--- config.mk ---
export PLATFORM = sky130hd
export DESIGN_NAME = cpu_sequencer
export DESIGN_NICKNAME = d
export VERILOG_FILES = /design/src/rtl/cpu_sequencer.sv
export SDC_FILE = /design/constraint.sdc
export NUM_CORES = 1
export LEC_CHECK = 0
export CORE_MARGIN = 5
export CORE_UTILIZATION = 54
export CTS_BUF_LIST = sky130_fd_sc_hd__clkbuf_8
export DETAILED_ROUTE_END_ITERATION = 16
export GPL_ROUTABILITY_DRIVEN = 1
export GPL_TIMING_DRIVEN = 0
export PLACE_DENSITY = 0.84
export SETUP_SLACK_MARGIN = 0.05
export SLEW_MARGIN = 20
export SYNTH_ARGS = -nofsm -noshare
export SYNTH_HDL_FRONTEND = slang
export SYNTH_SLANG_ARGS = --single-unit
--- constraint.sdc ---
create_clock -name clk -period 3 [get_ports clk]
set_input_delay 0.6 -clock clk [delete_from_list [all_inputs] [get_ports clk]]
set_output_delay 0.6 -clock clk [all_outputs]
set_load 0.05 [all_outputs]
--- src/rtl/cpu_sequencer.sv ---
// cpu_sequencer: multi-cycle control FSM for the 16-bit CPU datapath.
// Walks FETCH -> LOADIR -> EXEC (-> DIVWAIT) per instruction, drives the
// datapath load strobes and ALU op select, and adds run/single-step control,
// a divide watchdog and a retired-instruction counter.
module cpu_sequencer #(
  parameter int DIV_TIMEOUT = 32
) (
  input  logic        clk,
  input  logic        reset,
  input  logic        run,
  input  logic        step,
  input  logic [3:0]  ir_opcode,
  input  logic        div_done,
  output logic        fetch_en,
  output logic        ir_load,
  output logic        pc_inc,
  output logic        rega_load,
  output logic        regb_load,
  output logic        alu_en,
  output logic [2:0]  alu_op,
  output logic        flags_load,
  output logic        led_load,
  output logic        div_start,
  output logic        halted,
  output logic        error,
  output logic [2:0]  state,
  output logic [15:0] instr_count
);

  localparam logic [2:0] S_IDLE    = 3'd0;
  localparam logic [2:0] S_FETCH   = 3'd1;
  localparam logic [2:0] S_LOADIR  = 3'd2;
  localparam logic [2:0] S_EXEC    = 3'd3;
  localparam logic [2:0] S_DIVWAIT = 3'd4;
  localparam logic [2:0] S_HALT    = 3'd5;

  localparam logic [3:0] OP_LDA  = 4'h1;
  localparam logic [3:0] OP_LDB  = 4'h2;
  localparam logic [3:0] OP_ADD  = 4'h3;
  localparam logic [3:0] OP_OUT  = 4'h4;
  localparam logic [3:0] OP_SUB  = 4'h5;
  localparam logic [3:0] OP_MUL  = 4'h6;
  localparam logic [3:0] OP_DIV  = 4'h7;
  localparam logic [3:0] OP_MOD  = 4'h8;
  localparam logic [3:0] OP_HALT = 4'hF;

  localparam logic [2:0] ALU_ADD = 3'd0;
  localparam logic [2:0] ALU_SUB = 3'd1;
  localparam logic [2:0] ALU_MUL = 3'd2;
  localparam logic [2:0] ALU_DIV = 3'd3;
  localparam logic [2:0] ALU_MOD = 3'd4;

  // Last watchdog count value; DIVWAIT cycle k sees count k-1.
  localparam logic [7:0] WDOG_LAST = 8'(DIV_TIMEOUT - 1);

  logic [2:0]  r_state;
  logic        r_step_q;
  logic [7:0]  r_wdog;
  logic [2:0]  r_div_op;
  logic        r_halted;
  logic        r_error;
  logic [15:0] r_instr_count;

  logic [2:0]  w_next_state;
  logic        w_step_evt;
  logic        w_retire;
  logic        w_timeout;
  logic        w_div_enter;

  assign w_step_evt  = step & ~r_step_q;
  assign w_div_enter = (r_state == S_EXEC) && (w_next_state == S_DIVWAIT);

  assign state       = r_state;
  assign halted      = r_halted;
  assign error       = r_error;
  assign instr_count = r_instr_count;

  // State register.
  always_ff @(posedge clk) begin
    if (reset) r_state <= S_IDLE;
    else       r_state <= w_next_state;
  end

  // Next-state decode, plus retire/timeout qualifiers for the counters.
  always_comb begin
    w_next_state = S_IDLE;
    w_retire     = 1'b0;
    w_timeout    = 1'b0;
    case (r_state)
      S_IDLE:   w_next_state = (run || w_step_evt) ? S_FETCH : S_IDLE;
      S_FETCH:  w_next_state = S_LOADIR;
      S_LOADIR: w_next_state = S_EXEC;
      S_EXEC: begin
        if (ir_opcode == OP_DIV || ir_opcode == OP_MOD) begin
          w_next_state = S_DIVWAIT;
        end else begin
          w_retire     = 1'b1;
          w_next_state = (ir_opcode == OP_HALT) ? S_HALT : (run ? S_FETCH : S_IDLE);
        end
      end
      S_DIVWAIT: begin
        if (div_done) begin
          w_retire     = 1'b1;
          w_next_state = run ? S_FETCH : S_IDLE;
        end else if (r_wdog == WDOG_LAST) begin
          w_timeout    = 1'b1;
          w_next_state = S_HALT;
        end else begin
          w_next_state = S_DIVWAIT;
        end
      end
      S_HALT:   w_next_state = S_HALT;
      default:  w_next_state = S_IDLE;
    endcase
  end

  // Datapath strobes, decoded from the registered state and current opcode.
  always_comb begin
    fetch_en   = 1'b0;
    ir_load    = 1'b0;
    pc_inc     = 1'b0;
    rega_load  = 1'b0;
    regb_load  = 1'b0;
    alu_en     = 1'b0;
    alu_op     = ALU_ADD;
    flags_load = 1'b0;
    led_load   = 1'b0;
    div_start  = 1'b0;
    case (r_state)
      S_FETCH:  fetch_en = 1'b1;
      S_LOADIR: begin
        ir_load = 1'b1;
        pc_inc  = 1'b1;
      end
      S_EXEC: begin
        case (ir_opcode)
          OP_LDA: rega_load = 1'b1;
          OP_LDB: regb_load = 1'b1;
          OP_OUT: led_load  = 1'b1;
          OP_ADD, OP_SUB, OP_MUL: begin
            alu_en     = 1'b1;
            flags_load = 1'b1;
            alu_op     = (ir_opcode == OP_ADD) ? ALU_ADD :
                         (ir_opcode == OP_SUB) ? ALU_SUB : ALU_MUL;
          end
          OP_DIV, OP_MOD: begin
            div_start = 1'b1;
            alu_op    = (ir_opcode == OP_DIV) ? ALU_DIV : ALU_MOD;
          end
          default: ;
        endcase
      end
      S_DIVWAIT: begin
        alu_op     = r_div_op;
        alu_en     = div_done;
        flags_load = div_done;
      end
      default: ;
    endcase
  end

  // Step edge history, divide op latch, watchdog, sticky flags, retire count.
  always_ff @(posedge clk) begin
    if (reset) begin
      r_step_q      <= 1'b0;
      r_wdog        <= 8'd0;
      r_div_op      <= ALU_ADD;
      r_halted      <= 1'b0;
      r_error       <= 1'b0;
      r_instr_count <= 16'd0;
    end else begin
      r_step_q <= step;
      r_halted <= (w_next_state == S_HALT);
      if (w_div_enter) begin
        r_wdog   <= 8'd0;
        r_div_op <= (ir_opcode == OP_DIV) ? ALU_DIV : ALU_MOD;
      end else if (r_state == S_DIVWAIT && !div_done) begin
        r_wdog <= r_wdog + 8'd1;
      end
      if (w_timeout) r_error <= 1'b1;
      if (w_retire)  r_instr_count <= r_instr_count + 16'd1;
    end
  end

endmodule

==> results by group <==
Layout
  – Fin area: 2230 um^2
  – Diodes inserted: 0
  – Layout area overhead: 32.6%
  – Non-Filler Instances: 287
  – Commonest non-fill, non-tap cell in the layout: dfxtp_1
  – Layout Nets: 253
  – Layout cells sized above 1: 13.6%
  – Commonest cells after routing, fill and taps aside: 32 x dfxtp_1, 27 x clkdlybuf4s50_1, 22 x nor2_1, 18 x a21oi_1, 12 x nand2_1
  – Final core occ: 73.6%

Setup path
  – Crit path DAT: 2.06 ns
  – Req. time, crit path: 2.40 ns
  – Crit-path max cell delay: 0.39 ns
  – Worst setup EP type: output pin
  – Startpoint Class: flip-flop
  – CP cell instances: clkbuf_2 > nand3b_1 > nor3b_1 > nor3b_2 > clkdlybuf4s15_2
  – CP Class: flip-flop to output pin
  – CP max-delay cell: clkdlybuf4s15_2
  – CP Max Fanout: 10

Timing
  – # setup viols final: 0
  – Final period util: 88.8%
  – Final min period: 2.66 ns
  – RSZ-0062 raised after global routing: no
  – Final Max Tran Viols: 0
  – Worst clock skew: 0.0107 ns
  – Final Hold Fails: 0
  – Slew HR: 47.8%
  – Highest clock rate: 375 MHz
  – Final worst slack: 0.336 ns
  – Least-Margin Pin Slew: 0.782 ns

Clocking
  – Clock buffer count from CTS: 5
  – Clk root buf: clkbuf_8
  – Max clock buf depth: 2
  – Clock latency on the worst-skew pair: 0.29 ns
  – CTS clk-pin slew, worst paths: 0.06 ns
  – TritonCTS clock tree: built
  – H-tree depth: 2
  – Post-CTS Hold Buffers: 0
  – Clk sink count: 32

Logic synthesis
  – Area contributors post-synth: dfxtp_1 38%, a21oi_1 5.4%, nor2_1 4.9%
  – Mux cell area share after synthesis: 2.53%
  – Post-Synth Simple-Gate Area: 32.1%
  – #FFs+latches synth: 32
  – Adder-Cell Fraction of Synth Area: 1.49%
  – Mapped Cells: 197
  – Combinational family with the most area after synthesis: simple AND/OR/NAND/NOR gates
  – Ys Warns: 0
  – Yosys cell types: 42
  – Syn nets: 208
  – XOR/XNOR Fraction of Synth Area: 4.69%
  – Avg Cell Area, Syn: 8.52 um^2
  – Post-synth top area share: 38.2%
  – Cell area after synthesis: 1680 um^2
  – Compound-Gate Fraction of Synth Area: 15.2%
  – Seq/Total Area, Yosys: 38.2%
  – Cell taking the most area after synthesis: dfxtp_1

Detailed routing
  – Vias/cell: 5.54
  – Top Layer Used: met4
  – Remaining antenna violation count after routing: 0
  – Drt wl/cell: 13.4 um
  – Total Wirelength: 3860 um
  – First drt pass iteration count: 4
  – Met2 routed WL: 1980 um
  – DR WL met3: 191 um
  – DR vias: 1,590
  – Initial DRC count: 86
  – DRC viols: 0
  – Met1 wire length: 1630 um

Power and ir drop
  – Leakage: 0.827 nW
  – Total Power: 0.000970 W
  – PD cells: 436 nW/um^2
  – Peak supply drop: 381 uV

GRT
  – First-pass GRT wire length: 6330 um
  – Grt total ovfl: 0
  – Largest net degree at the start of global routing: 11
  – Initial antenna violation count: 0
  – GRT Overall Usage: 18.6%
  – Number of global-route vias before repair: 1,449

Floorplan
  – Die span in y: 65.8 um
  – Die width: 65.8 um
  – Initial core utilization: 55.5%
  – Core ar.: 3030 um^2
  – Row count: 20
  – Num ports: 42
  – Die ar.: 4320 um^2

Placed design
  – DP Area: 2130 um^2
  – Placed cells: 279
  – Detailed placement HPWL: 2750 um
  – # port buffers: 38
  – Routability Congestion: 0.766
  – Post-Place Worst Slack: -0.490 ns

Hold path
  – Worst min path class: flip-flop to flip-flop

Run
  – Max-Cap Viols: 0

Outcome
  – Status: finished, final reports clean
==> power breakdown <==
part | switching (W) | internal, W | total [W]
clock network | 0.000160 | 0.000243 | 0.000403
logic | 0.0000857 | 0.0000478 | 0.000133
registers | 0.00000384 | 0.000430 | 0.000434
==> through the flow <==
stage | setup TNS, ns | hold slack, ns
finish | 0 | 0.477
CTS | 0 | 0.475
global route | 0 | 0.508
detailed placement | -1.60 | 0.464
global placement | -1.59 | 0.464
floorplan | 0 | 0.451
==> flip-flops by register name, summed over array words and instances, names as in the netlist <==
| register | flops |
|---|---|
| r_step_q | 1 |
| instr_count | 16 |
| r_div_op | 2 |
| halted | 1 |
| state | 3 |
| r_wdog | 8 |
| error | 1 |
==> final cells by class <==
class,count,area [um^2]
multi-input cells,147,956
flip-flops and latches,32,641
clock inverters,3,38.8
inverters,4,15.0
clock buffers,5,68.8
repair buffers,38,368
fillers,240,801
well taps,44,55.1
plain buffers,14,85.1
==> metal layers <==
layer / up-vias / GRT usage, %
li1: 801 / -
met1: 744 / 21.1
met2: 38 / 33.2
met3: 7 / 4.62
met4: 0 / 7.25
met5: - / 0
==> cell usage after synthesis <==
master     instances
mux2i_1            2
and2_1             2
nor2_1            22
and4bb_2           1
mux2_2             2
and3_1             1
nor4b_1            1
buf_2              3
o21ba_2            1
nand3b_1           1
nor2b_1            3
nand2_1           12
o21ai_0            7
nand4b_1           1
or3_1              6
buf_6              2
a21oi_1           18
buf_4              3
inv_1              4
a22o_1             2
xor2_1             8
nand4_1            5
nor4b_2            1
nor3b_1            3
a2111oi_2          1
a31oi_1            1
and3b_1            3
nand3_1            8
ha_1               2
clkbuf_1           6
or4_1              6
or4b_1             1
or2_2              1
a211oi_1           1
o31ai_1            7
a31oi_4            1
nand2b_1           3
xnor2_1            1
dfxtp_1           32
nor4_1             1
and4_1             6
nor3_1             5
==> cells by family after synthesis <==
group | Yosys count
flip-flops | 32
AO/OA/AOI/OAI | 39
adder cells (fa/ha/maj) | 2
multiplexers | 4
AND/OR/NAND/NOR | 93
buffers and inverters | 18
XOR/XNOR | 9
==> worst max-delay path: cells and delay by family, from the launching register on <==
family,cells,cell delay (ns)
buffers and inverters,2,0.63
AND/OR/NAND/NOR,3,0.81
flip-flops,1,0.34
==> final timing paths <==
| kind | startpoint | to | slack [ns] | depth (start not counted) |
|---|---|---|---|---|
| max | state[0] | led_load | 0.34 | 5 |
| min | r_div_op[2] | r_div_op[2] | 0.48 | 2 |
| max reg2reg | state[0] | instr_count[15] | 1.05 | 5 |
| min reg2reg | r_div_op[2] | r_div_op[2] | 0.48 | 2 |
==> what timing repair did <==
item	4_1_cts	5_1_grt
buffers inserted	0	0
endpoints found under the setup margin	9	9
gates cloned	0	0
gates resized for setup	23	9
pin swaps	0	0
No activity file was read; power rests on OpenSTA's default activity.
==> edit: new RTL, same settings <==
Make the reset (`reset`) asynchronous in 2 clocked blocks.
--- a/src/rtl/cpu_sequencer.sv
+++ b/src/rtl/cpu_sequencer.sv
@@ -78,3 +78,3 @@
   // State register.
-  always_ff @(posedge clk) begin
+  always_ff @(posedge clk or posedge reset) begin
     if (reset) r_state <= S_IDLE;
@@ -162,3 +162,3 @@
   // Step edge history, divide op latch, watchdog, sticky flags, retire count.
-  always_ff @(posedge clk) begin
+  always_ff @(posedge clk or posedge reset) begin
     if (reset) begin
Function: differs if reset is asserted again (counterexample within 4 cycles, from zero or initial values and one cycle with reset high); with reset held inactive, the same outputs for 10 cycles.
==> edit against the original RTL <==
- worst setup slack got worse by 0.20 ns
- largest cell class unchanged
- via count decreased by 17%
- routed wire length decreased by 3.1%
- highest routed layer unchanged
- synthesized area decreased by 1.5%
- final area decreased by 1.6%
- fmax decreased by 7.1%
- utilization decreased by 0.55 points
- sequential cell count unchanged
- hold slack improved by 0.011 ns
Power is not compared: it rests on default switching activity, and its combinational part moved more than twofold at a synthesized area within 25%.
==> edit: results (changes against the original RTL) <==
pwr:
  vdd.ir_drop.worst_uv: 648
finish:
  fill_cells: 234  # -2.5%
  stdcell_count: 239  # -17%
  final_net_count: 216  # -15%
  layout-drive-gt1-share: 0.170  # +0.0341
yosys:
  synthMuxAreaShare: 0.0129  # -0.0125
  synthTopCellsByArea: "dfrtp_1 (48%), xnor2_1 (8.5%), nor2_1 (4.1%), nand2_1 (3.6%), nand4_1 (3.4%)"
  synth_nets: 168  # -19%
  yosys.area_share.xor_xnor: 0.126  # +0.0794
  async_reset_ff_frac: 1.00  # +1.00
  synthTopCellsByCount: "dfrtp_1 (32), nor2_1 (18), nand2_1 (16), xnor2_1 (16), nand4_1 (9)"
  synthAdderAreaFrac: 0.0151  # +0.000225
  synth_compound_area_frac: 0.0620  # -0.0900
  ys_seq_area_frac: 0.484  # +0.103
  synth.avg_cell_area_sq_um: 10.5  # +24%
  yosysUniqueCellTypes: 40  # -4.8%
sta:
  tightest_slew_ns: 0.660  # -0.122 ns
  skew_ns: 0.00514  # -0.00552 ns
placement:
  dp.cells: 230  # -18%
  post-dp-hpwl_mm: 2.70  # -1.8%
  place_ws_ns: -0.683  # -0.192 ns
  place_congestion: 0.860  # +12%
  port_buffers: 40  # +5.3%
grt:
  antenna_found_initial: 0  # unchanged
  grt_max_degree: 33  # +22
  track_usage: 0.194  # +0.00733
  grt_pass1_wl_mm: 6.21  # -1.8%
  grt_pass1_vias: 1321  # -8.8%
setup_path:
  critical_path_arrival_ns: 2.27  # +0.21 ns
  critPathMaxFanout: 9  # -1
routing:
  vias_per_cell: 5.55  # +0.22%
  dr.pass1.iters: 4  # unchanged
  wl_mm: 3.74  # -3.1%
  first_iter_violations: 94  # +9.3%
clocking:
  clk_path_buf_depth: 2  # unchanged
  clock_latency_ns: 0.29  # about the same
  clockRootBuffer: "clkbuf_8"
  cts.repair.resized: 21  # -8.7%
  cts_buffers: 5  # unchanged
  h-tree-depth: 2  # unchanged
outcome:
  status: "finished clean"
[edit: cell types whose count changed after synthesis, moves of 6 or more]
cell / unedited run / this run
dfxtp_1: 32 / 0
a21oi_1: 18 / 4
or4_1: 6 / 0
or3_1: 6 / 0
xnor2_1: 1 / 16
o31ai_1: 7 / 0
dfrtp_1: 0 / 32
[edit: layer usage]
layer / routed length (um) / global-route usage
met5: 0 / 0
met4: 99 / 0.101
met3: 215 / 0.0650
met2: 1750 / 0.308
met1: 1680 / 0.232
[edit: path summary, 6_finish.rpt]
path / startpoint / to / slack [ns] / cells past startpoint
max: ir_opcode[3] / div_start / 0.13 / 5
min: error / error / 0.49 / 1
min reg2reg: error / error / 0.49 / 1
min in group asynchronous: reset / r_wdog[4] / 0.73 / 2
max in group asynchronous: reset / instr_count[6] / 1.84 / 2
max reg2reg: state[0] / instr_count[15] / 0.98 / 6
[edit: layout make-up]
class,instances,area share
buffer,6,0.0200
clock buffer,6,0.0377
clock inverter,2,0.00342
inverter,5,0.00856
multi-input combinational,114,0.368
sequential,32,0.365
tap,33,0.0188
timing repair buffer,41,0.179
[edit: worst max-delay path, cell delays in order]
cell,delay [ns]
clkdlybuf4s50_1,0.61
nor4b_4,0.37
nor2_1,0.14
nor2_4,0.25
clkbuf_4,0.29
[edit: stage by stage]
| step | total power, mW | setup TNS [ns] | cell area, sq um | hold WS, ns |
|---|---|---|---|---|
| 2_1_floorplan | 1.11 | 0 | 1660 | 0.471 |
| 3_3_place_gp | 1.33 | -1.56 | 2100 | 0.449 |
| 3_5_place_dp | 1.36 | -1.95 | 2100 | 0.473 |
| 4_1_cts | 1.69 | 0 | 2190 | 0.487 |
| 5_1_grt | 1.77 | 0 | 2190 | 0.522 |
| 6_report | 1.69 | 0 | 2190 | 0.487 |
